$ cat src/rtl/tick_updown_counter_if.sv
// Control and status bundle for tick_updown_counter.
//   master : drives en, dir, sat_mode, load, load_val; observes status
//   slave  : the counter itself
//   en, dir, sat_mode, load : run enable, count direction (1=up), saturate
//                             mode (1=saturate, 0=wrap), synchronous load strobe
//   load_val                : value taken on load
//   counter_out, tick       : registered count and one-cycle step pulse
//   tc                      : terminal count, combinational from count and dir
//   wrap                    : registered pulse on a wrapped or blocked step
interface tick_updown_counter_if #(
   parameter int unsigned WIDTH = 4
) ();
   logic             en;
   logic             dir;
   logic             sat_mode;
   logic             load;
   logic [WIDTH-1:0] load_val;
   logic [WIDTH-1:0] counter_out;
   logic             tick;
   logic             tc;
   logic             wrap;

   modport master (
      output en, dir, sat_mode, load, load_val,
      input  counter_out, tick, tc, wrap
   );

   modport slave (
      input  en, dir, sat_mode, load, load_val,
      output counter_out, tick, tc, wrap
   );
endinterface

$ cat src/rtl/tick_updown_counter.sv
// Prescaled up/down counter with wrap/saturate modes and synchronous load.
// A prescaler produces a one-cycle step condition every DIV_COUNT enabled
// cycles; on that cycle the count moves one step in the direction given by
// dir, wrapping or holding at the bounds according to sat_mode.
//   clk : source clock, sole clock of the block
//   rst : asynchronous active-high reset
//   bus : tick_updown_counter_if slave (controls in, count/status out)
module tick_updown_counter #(
   parameter int unsigned       WIDTH     = 4,
   parameter int unsigned       DIV_COUNT = 33554432,
   parameter int unsigned       DIV_WIDTH = 26,
   parameter logic [WIDTH-1:0]  RST_VAL   = {WIDTH{1'b1}}
) (
   input  logic                 clk,
   input  logic                 rst,
   tick_updown_counter_if.slave bus
);
   localparam logic [WIDTH-1:0]     MAX_VAL = {WIDTH{1'b1}};
   localparam logic [DIV_WIDTH-1:0] LAST_PH = DIV_WIDTH'(DIV_COUNT - 1);

   logic [DIV_WIDTH-1:0] r_presc;
   logic [WIDTH-1:0]     r_count;
   logic                 r_tick;
   logic                 r_wrap;

   logic                 w_step;
   logic                 w_at_bound;
   logic                 w_blocked;
   logic [WIDTH-1:0]     w_count_nxt;

   // Last prescaler phase; with DIV_COUNT=1 the prescaler sits at 0 and this is always true.
   assign w_step      = (r_presc == LAST_PH);
   assign w_at_bound  = bus.dir ? (r_count == MAX_VAL) : (r_count == '0);
   assign w_blocked   = w_at_bound & bus.sat_mode;
   // Modulo arithmetic gives MAX->0 and 0->MAX wrap for free.
   assign w_count_nxt = bus.dir ? (r_count + WIDTH'(1)) : (r_count - WIDTH'(1));

   // Priority: reset > load > en=0 > normal stepping.
   always_ff @(posedge clk or posedge rst) begin
      if (rst) begin
         r_count <= RST_VAL;
         r_presc <= '0;
         r_tick  <= 1'b0;
         r_wrap  <= 1'b0;
      end else if (bus.load) begin
         r_count <= bus.load_val;
         r_presc <= '0;
         r_tick  <= 1'b0;
         r_wrap  <= 1'b0;
      end else if (!bus.en) begin
         r_tick  <= 1'b0;
         r_wrap  <= 1'b0;
      end else begin
         r_presc <= w_step ? '0 : (r_presc + DIV_WIDTH'(1));
         r_tick  <= w_step;
         r_wrap  <= w_step & w_at_bound;
         if (w_step && !w_blocked) begin
            r_count <= w_count_nxt;
         end
      end
   end

   assign bus.counter_out = r_count;
   assign bus.tick        = r_tick;
   assign bus.wrap        = r_wrap;
   assign bus.tc          = w_at_bound;
endmodule

$ cat src/flat_wrapper.sv
// flat-port wrapper written by rule: the top's interface ports become plain ports
module tick_updown_counter_flat 
#(
   parameter int unsigned       WIDTH     = 4,
   parameter int unsigned       DIV_COUNT = 33554432,
   parameter int unsigned       DIV_WIDTH = 26,
   parameter logic [WIDTH-1:0]  RST_VAL   = {WIDTH{1'b1}}
)
  (clk, rst, bus_en, bus_dir, bus_sat_mode, bus_load, bus_load_val, bus_counter_out, bus_tick, bus_tc, bus_wrap);
  tick_updown_counter_if #(.WIDTH(WIDTH)) bus_i ();
  input  logic clk;
  input  logic rst;
  input wire logic [$bits(bus_i.en)-1:0] bus_en;
  input wire logic [$bits(bus_i.dir)-1:0] bus_dir;
  input wire logic [$bits(bus_i.sat_mode)-1:0] bus_sat_mode;
  input wire logic [$bits(bus_i.load)-1:0] bus_load;
  input wire logic [$bits(bus_i.load_val)-1:0] bus_load_val;
  output wire logic [$bits(bus_i.counter_out)-1:0] bus_counter_out;
  output wire logic [$bits(bus_i.tick)-1:0] bus_tick;
  output wire logic [$bits(bus_i.tc)-1:0] bus_tc;
  output wire logic [$bits(bus_i.wrap)-1:0] bus_wrap;
  assign bus_i.en = bus_en;
  assign bus_i.dir = bus_dir;
  assign bus_i.sat_mode = bus_sat_mode;
  assign bus_i.load = bus_load;
  assign bus_i.load_val = bus_load_val;
  assign bus_counter_out = bus_i.counter_out;
  assign bus_tick = bus_i.tick;
  assign bus_tc = bus_i.tc;
  assign bus_wrap = bus_i.wrap;
  tick_updown_counter #(.WIDTH(WIDTH), .DIV_COUNT(DIV_COUNT), .DIV_WIDTH(DIV_WIDTH), .RST_VAL(RST_VAL)) u_core (.clk(clk), .rst(rst), .bus(bus_i));
endmodule
$ cat config.mk
export PLATFORM = sky130hd
export DESIGN_NAME = tick_updown_counter_flat
export DESIGN_NICKNAME = d
export VERILOG_FILES = /design/src/rtl/tick_updown_counter_if.sv /design/src/rtl/tick_updown_counter.sv /design/src/flat_wrapper.sv
export SDC_FILE = /design/constraint.sdc
export NUM_CORES = 1
export LEC_CHECK = 0
export CORE_ASPECT_RATIO = 0.9
export CORE_MARGIN = 3
export CORE_UTILIZATION = 65
export CTS_BUF_LIST = sky130_fd_sc_hd__clkbuf_4
export DETAILED_ROUTE_END_ITERATION = 16
export DONT_BUFFER_PORTS = 1
export PLACE_DENSITY = 0.77
export SLEW_MARGIN = 10
export SYNTH_ARGS = -nofsm -noshare
export SYNTH_HDL_FRONTEND = slang
export SYNTH_SLANG_ARGS = --single-unit
export TNS_END_PERCENT = 10
$ cat constraint.sdc
create_clock -name clk -period 2.3 [get_ports clk]
set_input_delay 0.345 -clock clk [delete_from_list [all_inputs] [get_ports clk]]
set_output_delay 0.345 -clock clk [all_outputs]
set_load 0.005 [all_outputs]
# Word-level counts from Yosys, hierarchy flattened
# Cells that the tools add are included.
[totals]
ff_bits = 32
word_cells = 29
inputBits = 10
[op_classes]
n_reduce_logical = 6
addsub = 3
n_mux = 12
n_bitwise = 2
eq_ne = 2
[op_table]
columns = ["cell", "n"]
rows = [
  ["$mux W26", 3],
  ["$add A26 B1 Y26 const B", 1],
  ["$eq A26 B25 Y1 const B", 1],
  ["$mux W4", 4],
  ["$mux W1", 5],
  ["$add A4 B1 Y4 const B", 1],
  ["$eq A4 B4 Y1 const B", 1],
  ["$logic_not A4 Y1", 1],
  ["$reduce_bool A2 Y1", 2],
  ["$sub A4 B1 Y4 const B", 1],
  ["$and A1 B1 Y1", 2],
  ["$reduce_and A2 Y1", 1],
  ["$logic_and A1 B1 Y1", 1],
  ["$logic_not A1 Y1", 1],
]

# Logic depth before layout (Yosys ltp)
[logic_depth]
depth_word = 8
mapped_depth = 7

# Worst setup path before layout
# No wires, ideal clock.
[synth_timing]
kind = "flip-flop to flip-flop"
startpoint = "register u_core.r_presc[0]"
endpoint = "register u_core.r_count[3], in the netlist u_core.bus.counter_out[3]"
arrival_ns = 1.791
required_ns = 2.236
path_slack_ns = 0.446
path_stages_with_launch = 8
path_cell_list = "dfrtp_1 -> ha_1 -> nand3_1 -> nor4_4 -> and4b_1 -> buf_4 -> or4b_1 -> nand3_1"
[synth_between]
elab_chain_len = 4
[synth_rtl]
columns = ["element", "line", "text"]
rows = [
  ["start, declared", "tick_updown_counter.sv:21", "logic [DIV_WIDTH-1:0] r_presc;"],
  ["start signal, assigned", "tick_updown_counter.sv:54", "r_presc <= w_step ? '0 : (r_presc + DIV_WIDTH'(1));"],
  ["$eq A26 B25 Y1", "tick_updown_counter.sv:32", "assign w_step = (r_presc == LAST_PH);"],
  ["$logic_and A1 B1 Y1", "tick_updown_counter.sv:57", "if (w_step && !w_blocked) begin"],
  ["$reduce_bool A2 Y1 (no line)", "--", ""],
  ["$reduce_and A2 Y1 (no line)", "--", ""],
  ["end signal, assigned", "tick_updown_counter.sv:46", "r_count <= bus.load_val;"],
  ["end signal, assigned", "tick_updown_counter.sv:58", "r_count <= w_count_nxt;"],
  ["end, declared", "tick_updown_counter.sv:22", "logic [WIDTH-1:0] r_count;"],
]
# Every way passes these cells.
# A chain may end at the register's enable or synchronous reset.

# Worst setup path in the final report
[layout_timing]
startpoint = "register u_core.r_presc[10]"
endpoint = "register u_core.r_count[3], in the netlist u_core.bus.counter_out[3]"
# The elaborated chain is that of the path after synthesis.

==> reports/qor.txt <==
Layout net count = 213
Tot Pwr = 0.987 mW
Root buffer cell = clkbuf_4
Clock Sinks = 32
Commonest cells in the synthesized netlist = dfrtp_1 (28), nor2_1 (27), nand2_1 (23)
Flops & latches, synth = 32
Drt pass-1 iters = 5
GRT Util Overall = 23.6%
DRT iter0 DRCs = 96
Setup_tns = 0 ns
Setup violations, final = 0
Clock Path Buffers = 2
CP Class = flop to flop
Core area = 2550 sq um
Overflow after GRT = 0
Synthesis-to-finish area growth = 6.28%
EDFF count, synth = 0
Synth async-reset ratio = 100%
Die area = 3460 sq um
Die height = 56.1 um
Critical-path maximum fanout = 6
Fin. Hold Viols = 0
Initial core utilization = 71.0%
Worst hold margin = 0.0539 ns
Area leader, netlist = dfrtp_1
Synth Warn # = 0
Final ANT Viol Nets = 0
Fin util = 75.5%
Max Slew Vio Count = 0
First-pass GRT wire length = 6.09 mm
Status = finished, final reports clean
Leak Pwr = 0.809 nW
Pin count of the biggest net entering global routing = 33
Synth unique cells = 41
Die width = 61.7 um
Syn_nets = 206
CTS tree = built
Vias per inst = 6.42
Max Clk Rate = 482 MHz
Worst-Skew Late Latency = 0.34 ns
Crit path capture type = flop
DR DRC count = 0
Most numerous cell in the Yosys netlist = dfrtp_1
Slew headroom = 67.8%
Seq/Total Area, Yosys = 44.4%
Routed length per instance = 15.7 um
RSZ-0062 raised after global routing = no
CP Launch Type = flop
Hold path start = bus_load
Reg-to-reg startpoint = u_core.r_presc[10]$_DFFE_PP0P_
Largest cells by area after synthesis = dfrtp_1 (39%), dfstp_2 (5.8%), xnor2_1 (5.8%)
Syn Area/Cell = 9.44 sq um
Diodes inserted = 0
Ys flop type = dfrtp_1
Maximum vdd drop = 0.500 mV
H-tree depth = 2
Clk slew on worst S/H paths = 0.09 ns
Final period util = 90.3%
WP data required = 2.59 ns
Initial antenna violation count = 0
DP HPWL = 2.56 mm
Worst-margin pin slew = 0.479 ns
Mapped Cells = 192
CP Launch Point = u_core.r_presc[10]$_DFFE_PP0P_
Mapped Area = 1810 sq um
Hold Crit Class = input pin to flop
DRT Wirelength = 3.58 mm
Routability cong. = 0.896
Cell Pwr Density = 512 nW/um^2
Max-cap viol count = 0
Top cell type's share of synthesized area = 38.6%
Number of global-route vias before repair = 1412
TritonCTS buffer count = 5
Fraction of layout cells with a size suffix above 1 = 12.5%
Vias = 1464
Port Buffers = 0
CP arrival = 2.37 ns
FP Rows = 17
Final Critical Period = 2.08 ns
# IOs = 17
Clock Skew = 0.00271 ns
[stage by stage]
| step | setup slack, ns | cell area [sq um] | std cells |
|---|---|---|---|
| floorplan | 0.446 | 1810 | 192 |
| CTS | 0.240 | 1920 | 228 |
| global placement | 0.345 | 1850 | 219 |
| global route | 0.0685 | 1930 | 228 |
| detailed placement | 0.258 | 1850 | 219 |
| finish | 0.224 | 1930 | 228 |
[cell usage in the layout (no fill, tap or decap), types with 2 or more instances in the layout]
cell / synthesis / final
dfrtp_1: 28 / 28
nor2_1: 27 / 27
nand2_1: 23 / 23
nand3_1: 12 / 12
xnor2_1: 12 / 12
nand4_1: 11 / 11
xor2_1: 10 / 10
inv_1: 9 / 9
clkbuf_4: 0 / 7
nor3_1: 6 / 6
a21oi_1: 4 / 4
buf_4: 1 / 4
dfstp_2: 4 / 4
nor4_4: 3 / 3
ha_1: 3 / 3
or3_1: 2 / 2
mux2i_1: 2 / 2
nor2b_1: 2 / 2
o21ai_0: 2 / 2
a31oi_1: 2 / 2
nor4_1: 3 / 2
or3_2: 2 / 2
nor3b_1: 2 / 2
a221o_2: 2 / 2
[timing repair]
action | 4_1_cts | 5_1_grt
endpoints found under the setup margin | 0 | 1
gates resized for setup | 0 | 1
setup buffers | 0 | 0
hold endpoints to repair | 28 | 0
hold buffers | 1 | 0
[power by group]
part           internal [mW]  switching (mW)  leakage [nW]
clock network          0.141           0.183        0.0338
registers              0.576          0.0160         0.432
logic                 0.0317          0.0393         0.344
total                  0.749           0.239         0.809
[sequential cells by signal, summed over array words and instances, names as in the netlist]
register	flops
u_core.r_presc	26
u_core.bus.counter_out	4
u_core.bus.tick	1
u_core.bus.wrap	1
[worst paths after layout]
path	end	slack [ns]	cells after the start
max	u_core.bus.counter_out[3]$_DFFE_PP1P_	0.22	5
min	u_core.r_presc[5]$_DFFE_PP0P_	0.05	1
max reg2reg	u_core.bus.counter_out[3]$_DFFE_PP1P_	0.22	5
min reg2reg	u_core.r_presc[13]$_DFFE_PP0P_	0.56	2
max in group asynchronous	u_core.bus.counter_out[0]$_DFFE_PP1P_	1.47	3
min in group asynchronous	u_core.r_presc[18]$_DFFE_PP0P_	0.52	3
[critical path: stages (launching register included)]
cell	delay [ns]
dfrtp_1	0.43
nand4_1	0.30
nor4_4	0.38
and4b_1	0.37
or4b_1	0.46
nand3_1	0.09
[routing by layer]
| layer | global-route usage, % | share of wire, % |
|---|---|---|
| met3 | 5.57 | 6.3 |
| met4 | 11.8 | 2.3 |
| met5 | 0 | 0 |
| met1 | 30.5 | 43 |
| met2 | 36.2 | 48 |
[layout make-up]
type	count	area [sq um]
clock inverters	1	3.75
repair buffers	5	40.0
clock buffers	7	52.6
fillers	190	626
flip-flops and latches	32	806
multi-input cells	146	956
inverters	9	33.8
well taps	28	35.0
[logic make-up (layout without fill, tap and decap cells)]
group | Yosys count | in the layout | synth area share (%)
xor+xnor | 22 | 22 | 10.6
buf+inv | 14 | 22 | 3.17
simple gates | 102 | 102 | 31.2
compound gates | 16 | 16 | 6.28
fa+ha+maj | 4 | 4 | 3.17
mux | 2 | 2 | 1.10
flops | 32 | 32 | 44.4
(Power assumes the default switching activity.)
